--- src/rtl/tbird_pkg.sv ---
// Shared types and constants for the Thunderbird tail-light request controller.
//   mode_t       : active request mode (NONE, LEFT, RIGHT, HAZ), encoded 0..3
//   ctrl_state_t : controller states (IDLE, ISSUE, RUN, GAP)
//   LEFT_BANK    : mask of the left-bank light bits (LC, LB, LA)
//   RIGHT_BANK   : mask of the right-bank light bits (RA, RB, RC)
package tbird_pkg;

    typedef enum logic [1:0] {
        MODE_NONE  = 2'd0,
        MODE_LEFT  = 2'd1,
        MODE_RIGHT = 2'd2,
        MODE_HAZ   = 2'd3
    } mode_t;

    typedef enum logic [1:0] {
        ST_IDLE  = 2'd0,
        ST_ISSUE = 2'd1,
        ST_RUN   = 2'd2,
        ST_GAP   = 2'd3
    } ctrl_state_t;

    localparam logic [5:0] LEFT_BANK  = 6'b111000;
    localparam logic [5:0] RIGHT_BANK = 6'b000111;

endpackage

--- src/rtl/tbird_signal_ctrl_sync2.sv ---
// Two-flop synchronizer for one asynchronous switch input.
//   clk   : clock
//   reset : asynchronous, active-high; clears both stages
//   d     : raw asynchronous input
//   q     : synchronized output (second stage)
module sync2 (
    input  logic clk,
    input  logic reset,
    input  logic d,
    output logic q
);

    logic meta;

    always_ff @(posedge clk or posedge reset) begin
        if (reset) begin
            meta <= 1'b0;
            q    <= 1'b0;
        end else begin
            meta <= d;
            q    <= meta;
        end
    end

endmodule

--- src/rtl/tbird_signal_ctrl.sv ---
// Request controller for the Thunderbird tail-light sequencer.
// Synchronizes the switches, arbitrates, issues one-clock start pulses to the
// light FSM, supervises each sequence through the light outputs and repeats
// sequences with a blanking gap while a request persists.
//   clk, reset          : clock, asynchronous active-high reset
//   left_sw/right_sw/hazard_sw : raw asynchronous switches
//   cancel              : synchronous; stop after the current sequence
//   lights[5:0]         : light FSM outputs, [5:3] left bank, [2:0] right bank
//   fsm_left/fsm_right  : start pulses to the light FSM
//   mode[1:0]           : active mode (0 NONE, 1 LEFT, 2 RIGHT, 3 HAZ)
//   busy                : controller not in IDLE
//   fault               : sticky sequence-fault flag
//
// state | meaning
// IDLE  | waiting for a request; mode shows NONE
// ISSUE | one clock, start pulse(s) driven to the light FSM
// RUN   | light FSM sequencing; watched for faults and completion
// GAP   | blanking clocks, then repeat / switch / stop decision
module tbird_signal_ctrl
    import tbird_pkg::*;
#(
    parameter int REPEAT  = 3,
    parameter int GAP     = 2,
    parameter int RUN_MAX = 4
) (
    input  logic       clk,
    input  logic       reset,
    input  logic       left_sw,
    input  logic       right_sw,
    input  logic       hazard_sw,
    input  logic       cancel,
    input  logic [5:0] lights,
    output logic       fsm_left,
    output logic       fsm_right,
    output logic [1:0] mode,
    output logic       busy,
    output logic       fault
);

    localparam int REP_W = $clog2(REPEAT + 1);
    localparam int RUN_W = $clog2(RUN_MAX + 1);
    localparam int GAP_W = $clog2(GAP + 1);

    logic l, r, h;

    sync2 u_sync_left   (.clk(clk), .reset(reset), .d(left_sw),   .q(l));
    sync2 u_sync_right  (.clk(clk), .reset(reset), .d(right_sw),  .q(r));
    sync2 u_sync_hazard (.clk(clk), .reset(reset), .d(hazard_sw), .q(h));

    ctrl_state_t state, state_n;
    mode_t       mode_q, mode_n, req;
    logic [REP_W-1:0] rep, rep_n;
    logic [RUN_W-1:0] runcnt, runcnt_n;
    logic [GAP_W-1:0] gapcnt, gapcnt_n;
    logic seen, seen_n, fault_n, cancel_pend, cancel_pend_n;
    logic bank_err;

    always_comb begin
        if (h || (l && r)) req = MODE_HAZ;
        else if (l)        req = MODE_LEFT;
        else if (r)        req = MODE_RIGHT;
        else               req = MODE_NONE;
    end

    // Wrong bank lit for the active mode, or hazard with one bank dark.
    always_comb begin
        bank_err = 1'b0;
        case (mode_q)
            MODE_LEFT:  bank_err = (lights & RIGHT_BANK) != 6'd0;
            MODE_RIGHT: bank_err = (lights & LEFT_BANK) != 6'd0;
            MODE_HAZ:   bank_err = (lights != 6'd0) &&
                                   (((lights & LEFT_BANK) == 6'd0) ||
                                    ((lights & RIGHT_BANK) == 6'd0));
            default:    bank_err = 1'b0;
        endcase
    end

    always_comb begin
        state_n  = state;
        mode_n   = mode_q;
        rep_n    = rep;
        runcnt_n = runcnt;
        gapcnt_n = gapcnt;
        seen_n   = seen;
        fault_n  = fault;
        case (state)
            ST_IDLE: begin
                mode_n = req;
                if (req != MODE_NONE) begin
                    rep_n   = REP_W'(REPEAT);
                    fault_n = 1'b0;
                    state_n = ST_ISSUE;
                end
            end
            ST_ISSUE: begin
                runcnt_n = '0;
                seen_n   = 1'b0;
                state_n  = ST_RUN;
            end
            ST_RUN: begin
                runcnt_n = runcnt + RUN_W'(1);
                if (lights != 6'd0) seen_n = 1'b1;
                if (bank_err || (runcnt == '0 && lights == 6'd0)) begin
                    fault_n = 1'b1;
                    mode_n  = MODE_NONE;
                    state_n = ST_IDLE;
                end else if (seen && lights == 6'd0) begin
                    gapcnt_n = '0;
                    state_n  = ST_GAP;
                end else if (runcnt == RUN_W'(RUN_MAX - 1)) begin
                    fault_n = 1'b1;
                    mode_n  = MODE_NONE;
                    state_n = ST_IDLE;
                end
            end
            ST_GAP: begin
                if (gapcnt != GAP_W'(GAP - 1)) begin
                    gapcnt_n = gapcnt + GAP_W'(1);
                end else if (cancel_pend) begin
                    mode_n  = MODE_NONE;
                    state_n = ST_IDLE;
                end else if (req == MODE_HAZ && mode_q != MODE_HAZ) begin
                    mode_n  = MODE_HAZ;
                    rep_n   = REP_W'(REPEAT);
                    state_n = ST_ISSUE;
                end else if (rep > REP_W'(1)) begin
                    rep_n   = rep - REP_W'(1);
                    state_n = ST_ISSUE;
                end else if (req == mode_q) begin
                    rep_n   = REP_W'(REPEAT);
                    state_n = ST_ISSUE;
                end else begin
                    mode_n  = MODE_NONE;
                    state_n = ST_IDLE;
                end
            end
            default: begin
                mode_n  = MODE_NONE;
                state_n = ST_IDLE;
            end
        endcase
    end

    // Cancel only latches outside IDLE and is dropped when IDLE is re-entered.
    always_comb begin
        cancel_pend_n = cancel_pend;
        if (state != ST_IDLE && state_n == ST_IDLE) cancel_pend_n = 1'b0;
        else if (state != ST_IDLE && cancel)        cancel_pend_n = 1'b1;
    end

    always_ff @(posedge clk or posedge reset) begin
        if (reset) begin
            state       <= ST_IDLE;
            mode_q      <= MODE_NONE;
            rep         <= '0;
            runcnt      <= '0;
            gapcnt      <= '0;
            seen        <= 1'b0;
            fault       <= 1'b0;
            cancel_pend <= 1'b0;
        end else begin
            state       <= state_n;
            mode_q      <= mode_n;
            rep         <= rep_n;
            runcnt      <= runcnt_n;
            gapcnt      <= gapcnt_n;
            seen        <= seen_n;
            fault       <= fault_n;
            cancel_pend <= cancel_pend_n;
        end
    end

    assign fsm_left  = (state == ST_ISSUE) && (mode_q == MODE_LEFT  || mode_q == MODE_HAZ);
    assign fsm_right = (state == ST_ISSUE) && (mode_q == MODE_RIGHT || mode_q == MODE_HAZ);
    assign mode      = mode_q;
    assign busy      = (state != ST_IDLE);

endmodule

--- config.mk ---
export PLATFORM = sky130hd
export DESIGN_NAME = tbird_signal_ctrl
export DESIGN_NICKNAME = d
export VERILOG_FILES = /design/src/rtl/tbird_pkg.sv /design/src/rtl/tbird_signal_ctrl_sync2.sv /design/src/rtl/tbird_signal_ctrl.sv
export SDC_FILE = /design/constraint.sdc
export NUM_CORES = 1
export LEC_CHECK = 0
export CELL_PAD_IN_SITES_DETAIL_PLACEMENT = 2
export CELL_PAD_IN_SITES_GLOBAL_PLACEMENT = 2
export CORE_ASPECT_RATIO = 0.6
export CORE_UTILIZATION = 33
export DETAILED_ROUTE_END_ITERATION = 8
export PLACE_DENSITY = 0.82
export SLEW_MARGIN = 15
export SYNTH_ARGS = -nofsm -noshare
export SYNTH_HDL_FRONTEND = slang
export SYNTH_SLANG_ARGS = --single-unit
--- constraint.sdc ---
create_clock -name clk -period 3 [get_ports clk]
set_clock_uncertainty 0.2 [all_clocks]
set_input_delay 0.45 -clock clk [delete_from_list [all_inputs] [get_ports clk]]
set_output_delay 0.45 -clock clk [all_outputs]
set_load 0.005 [all_outputs]
==> results.py <==
metrics = {
    "run_status": {
        "status": "complete, no violations",
    },
    "pwr": {
        "total_power_mw": 1.39,
        "p_int_uw": 834,
        "p_comb_share_pct": 53.6,
        "p_leak_nw": 0.604,
        "ir_worst_vdd_uv": 433,
        "power.clock.fraction_pct": 14.5,
        "swShare_pct": 39.8,
        "seq_power_share_pct": 31.9,
        "powerDensity_mw_per_mm2": 942,
        "power_switching_uw": 551,
    },
    "finish": {
        "final_cell_mix": "dfrtp_1 (20), clkdlybuf4s50_1 (17), inv_1 (10)",
        "stdcell_area_sq_mm": 0.00147,
        "diodes": 0,
        "final_common_cell": "dfrtp_1",
        "final_core_util_pct": 43.5,
        "finalNetCount": 159,
        "drive_gt1_share_pct": 9.49,
        "fillers": 363,
        "area_growth_pct": 21.2,
    },
    "drt": {
        "drtAntennaViolNets": 0,
        "drt-total-wl_um": 3330,
        "wl_per_cell_um": 18.3,
        "vias": 1017,
        "vias_per_cell": 5.59,
        "drtIter0Drc": 40,
        "route.detailed.drc": 0,
        "drt-pass1-iter-count": 4,
    },
    "timing": {
        "setup_tns_ns": 0,
        "setup_viol_count_final": 0,
        "hold_viol": 0,
        "slew_violations": 0,
        "fin_crit_sh_pct": 84.7,
        "fin_crit_ns": 2.54,
        "slew-limit-headroom_pct": 46.0,
        "fmax_mhz": 393,
        "worstMarginPinSlew_ns": 0.809,
        "rsz0062_at_grt": "false",
    },
    "synthesis": {
        "ys_seq_elements": 20,
        "synth_ff_type": "dfrtp_1",
        "syn-num-nets": 141,
        "async_flop_share_pct": 100,
        "avgSynthCellArea_sq_um": 10.1,
        "syn_inst": 120,
        "yosysWarnings": 0,
        "syn_area_sq_mm": 0.00121,
        "ys_seq_area_share_pct": 41.2,
        "synthDistinctLibCells": 46,
        "synth_enable_flop_cells": 0,
    },
    "placement": {
        "gp_congestion": 0.793,
        "io_buffers": 17,
        "post_dp_cell_area_sq_mm": 0.00142,
        "dp_hpwl_um": 2570,
    },
    "clocking": {
        "cts.sinks": 20,
        "hold_buffers": 0,
        "postCtsResizedCells": 0,
        "cts-htree-levels": 1,
        "cts_buffers": 3,
        "cts_setup_buffers": 0,
        "root_buffer": "clkbuf_8",
        "clkTransAtPathRegs_ns": 0.07,
        "cts.path.max_buffers": 2,
        "cts_tree": "yes",
        "clkLatencyLatePin_ns": 0.25,
    },
    "global_routing": {
        "grt_use_total_pct": 19.6,
        "gr-total-overflow": 0,
        "antenna_found_initial": 0,
        "grt_start_max_net_pins": 21,
        "grt_pass1_vias": 1132,
        "grt_pass1_wl_um": 5710,
    },
    "setup_path": {
        "start_kind": "flip-flop",
        "worst-endpoint-arrival_ns": 2.49,
        "ff2ff_setup_slack_ns": 0.46,
        "path_max_fanout": 10,
        "cp-end-kind": "flip-flop",
        "cp.required_ns": 2.95,
        "critPathKind": "reg2reg",
    },
    "hold_path": {
        "hp-class": "reg2reg",
    },
    "die": {
        "dieArea_sq_mm": 0.00393,
        "initial_core_util_pct": 35.9,
        "die_w_um": 80.3,
        "ioPinCount": 18,
        "rows": 16,
        "core-area_sq_mm": 0.00338,
        "die_h_um": 49.0,
    },
    "flow_run": {
        "cap_violations": 0,
    },
}
critical path, stage by stage, from the launching register on:
cell      delay [ns]
dfrtp_1         0.44
inv_1           0.13
ha_1            0.44
inv_1           0.17
a311oi_1        0.43
a21oi_2         0.16
and3_4          0.19
mux2_4          0.29
power by group through the flow:
stage / clock, mW / sequential [mW] / combinational (mW)
5_1_grt: 0.225 / 0.455 / 0.828
3_5_place_dp: 0 / 0.444 / 0.741
2_1_floorplan: 0 / 0.402 / 0.526
6_report: 0.201 / 0.442 / 0.743
4_1_cts: 0.212 / 0.441 / 0.753
3_3_place_gp: 0 / 0.437 / 0.690
registers in the layout, indices dropped and copies added (netlist names), 2 cells and up:
register,flops
gapcnt,2
rep,2
mode,2
state,2
runcnt,3
routing by layer:
metal,track usage [%],part of all wire [%]
met1,26.1,47
met2,33.2,48
met3,4.49,4.4
met4,2.68,0.39
met5,0,0
Yosys cell counts (all sizes together), types with 2 or more instances:
cell type | instances | share of area [%]
a211oi | 5 | 3.5
a21o | 5 | 3.1
a21oi | 6 | 2.8
a32o | 2 | 1.6
and2 | 2 | 1.0
and3 | 2 | 1.4
buf | 3 | 2.0
clkbuf | 2 | 0.62
dfrtp | 20 | 41
ha | 9 | 9.3
inv | 10 | 3.1
mux2 | 3 | 3.1
nand2 | 3 | 0.93
nand3 | 2 | 0.82
nand4 | 2 | 1.0
nand4b | 2 | 1.4
nor2 | 6 | 1.9
nor2b | 5 | 2.6
nor3 | 4 | 1.6
o21ai | 5 | 2.1
o31ai | 3 | 1.9
xnor2 | 2 | 1.4
cells by family (layout without fill, tap and decap cells):
| logic type | after synthesis | after routing | synth area share, % |
|---|---|---|---|
| adder cells (fa/ha/maj) | 9 | 9 | 9.28 |
| flip-flops | 20 | 20 | 41.2 |
| AND/OR/NAND/NOR | 34 | 34 | 16.8 |
| multiplexers | 4 | 4 | 3.92 |
| buffers and inverters | 15 | 32 | 5.67 |
| AO/OA/AOI/OAI | 36 | 36 | 21.7 |
| XOR/XNOR | 2 | 2 | 1.44 |
worst paths after layout:
kind	startpoint	cells past startpoint	end
max	state[0]$_DFF_PP0_	7	mode[1]$_DFFE_PP0P_
min	u_sync_hazard.meta$_DFF_PP0_	0	u_sync_hazard.q$_DFF_PP0_
max reg2reg	state[0]$_DFF_PP0_	7	mode[1]$_DFFE_PP0P_
min reg2reg	u_sync_hazard.meta$_DFF_PP0_	0	u_sync_hazard.q$_DFF_PP0_
max in group asynchronous	reset	2	runcnt[1]$_DFFE_PP0P_
min in group asynchronous	reset	2	u_sync_hazard.q$_DFF_PP0_
per-stage QoR:
| stage | cells | setup WS, ns | hold slack (ns) |
|---|---|---|---|
| after detailed placement | 178 | 0.363 | 0.136 |
| after floorplan | 120 | 0.890 | 0.131 |
| final | 182 | 0.458 | 0.153 |
| after CTS | 182 | 0.449 | 0.153 |
| after global routing | 182 | 0.343 | 0.166 |
| after global placement | 178 | 0.515 | 0.134 |
cell type report:
| cell class | count | area [sq um] | share of cell area [%] |
|---|---|---|---|
| Clock buffer | 4 | 55.1 | 3.74 |
| Inverter | 10 | 37.5 | 2.55 |
| Multi-Input combinational cell | 85 | 644 | 43.8 |
| Sequential cell | 20 | 500 | 34.0 |
| Tap cell | 45 | 56.3 | 3.83 |
| Timing Repair Buffer | 18 | 178 | 12.1 |
Note: power is estimated with default switching activity, not from simulation.
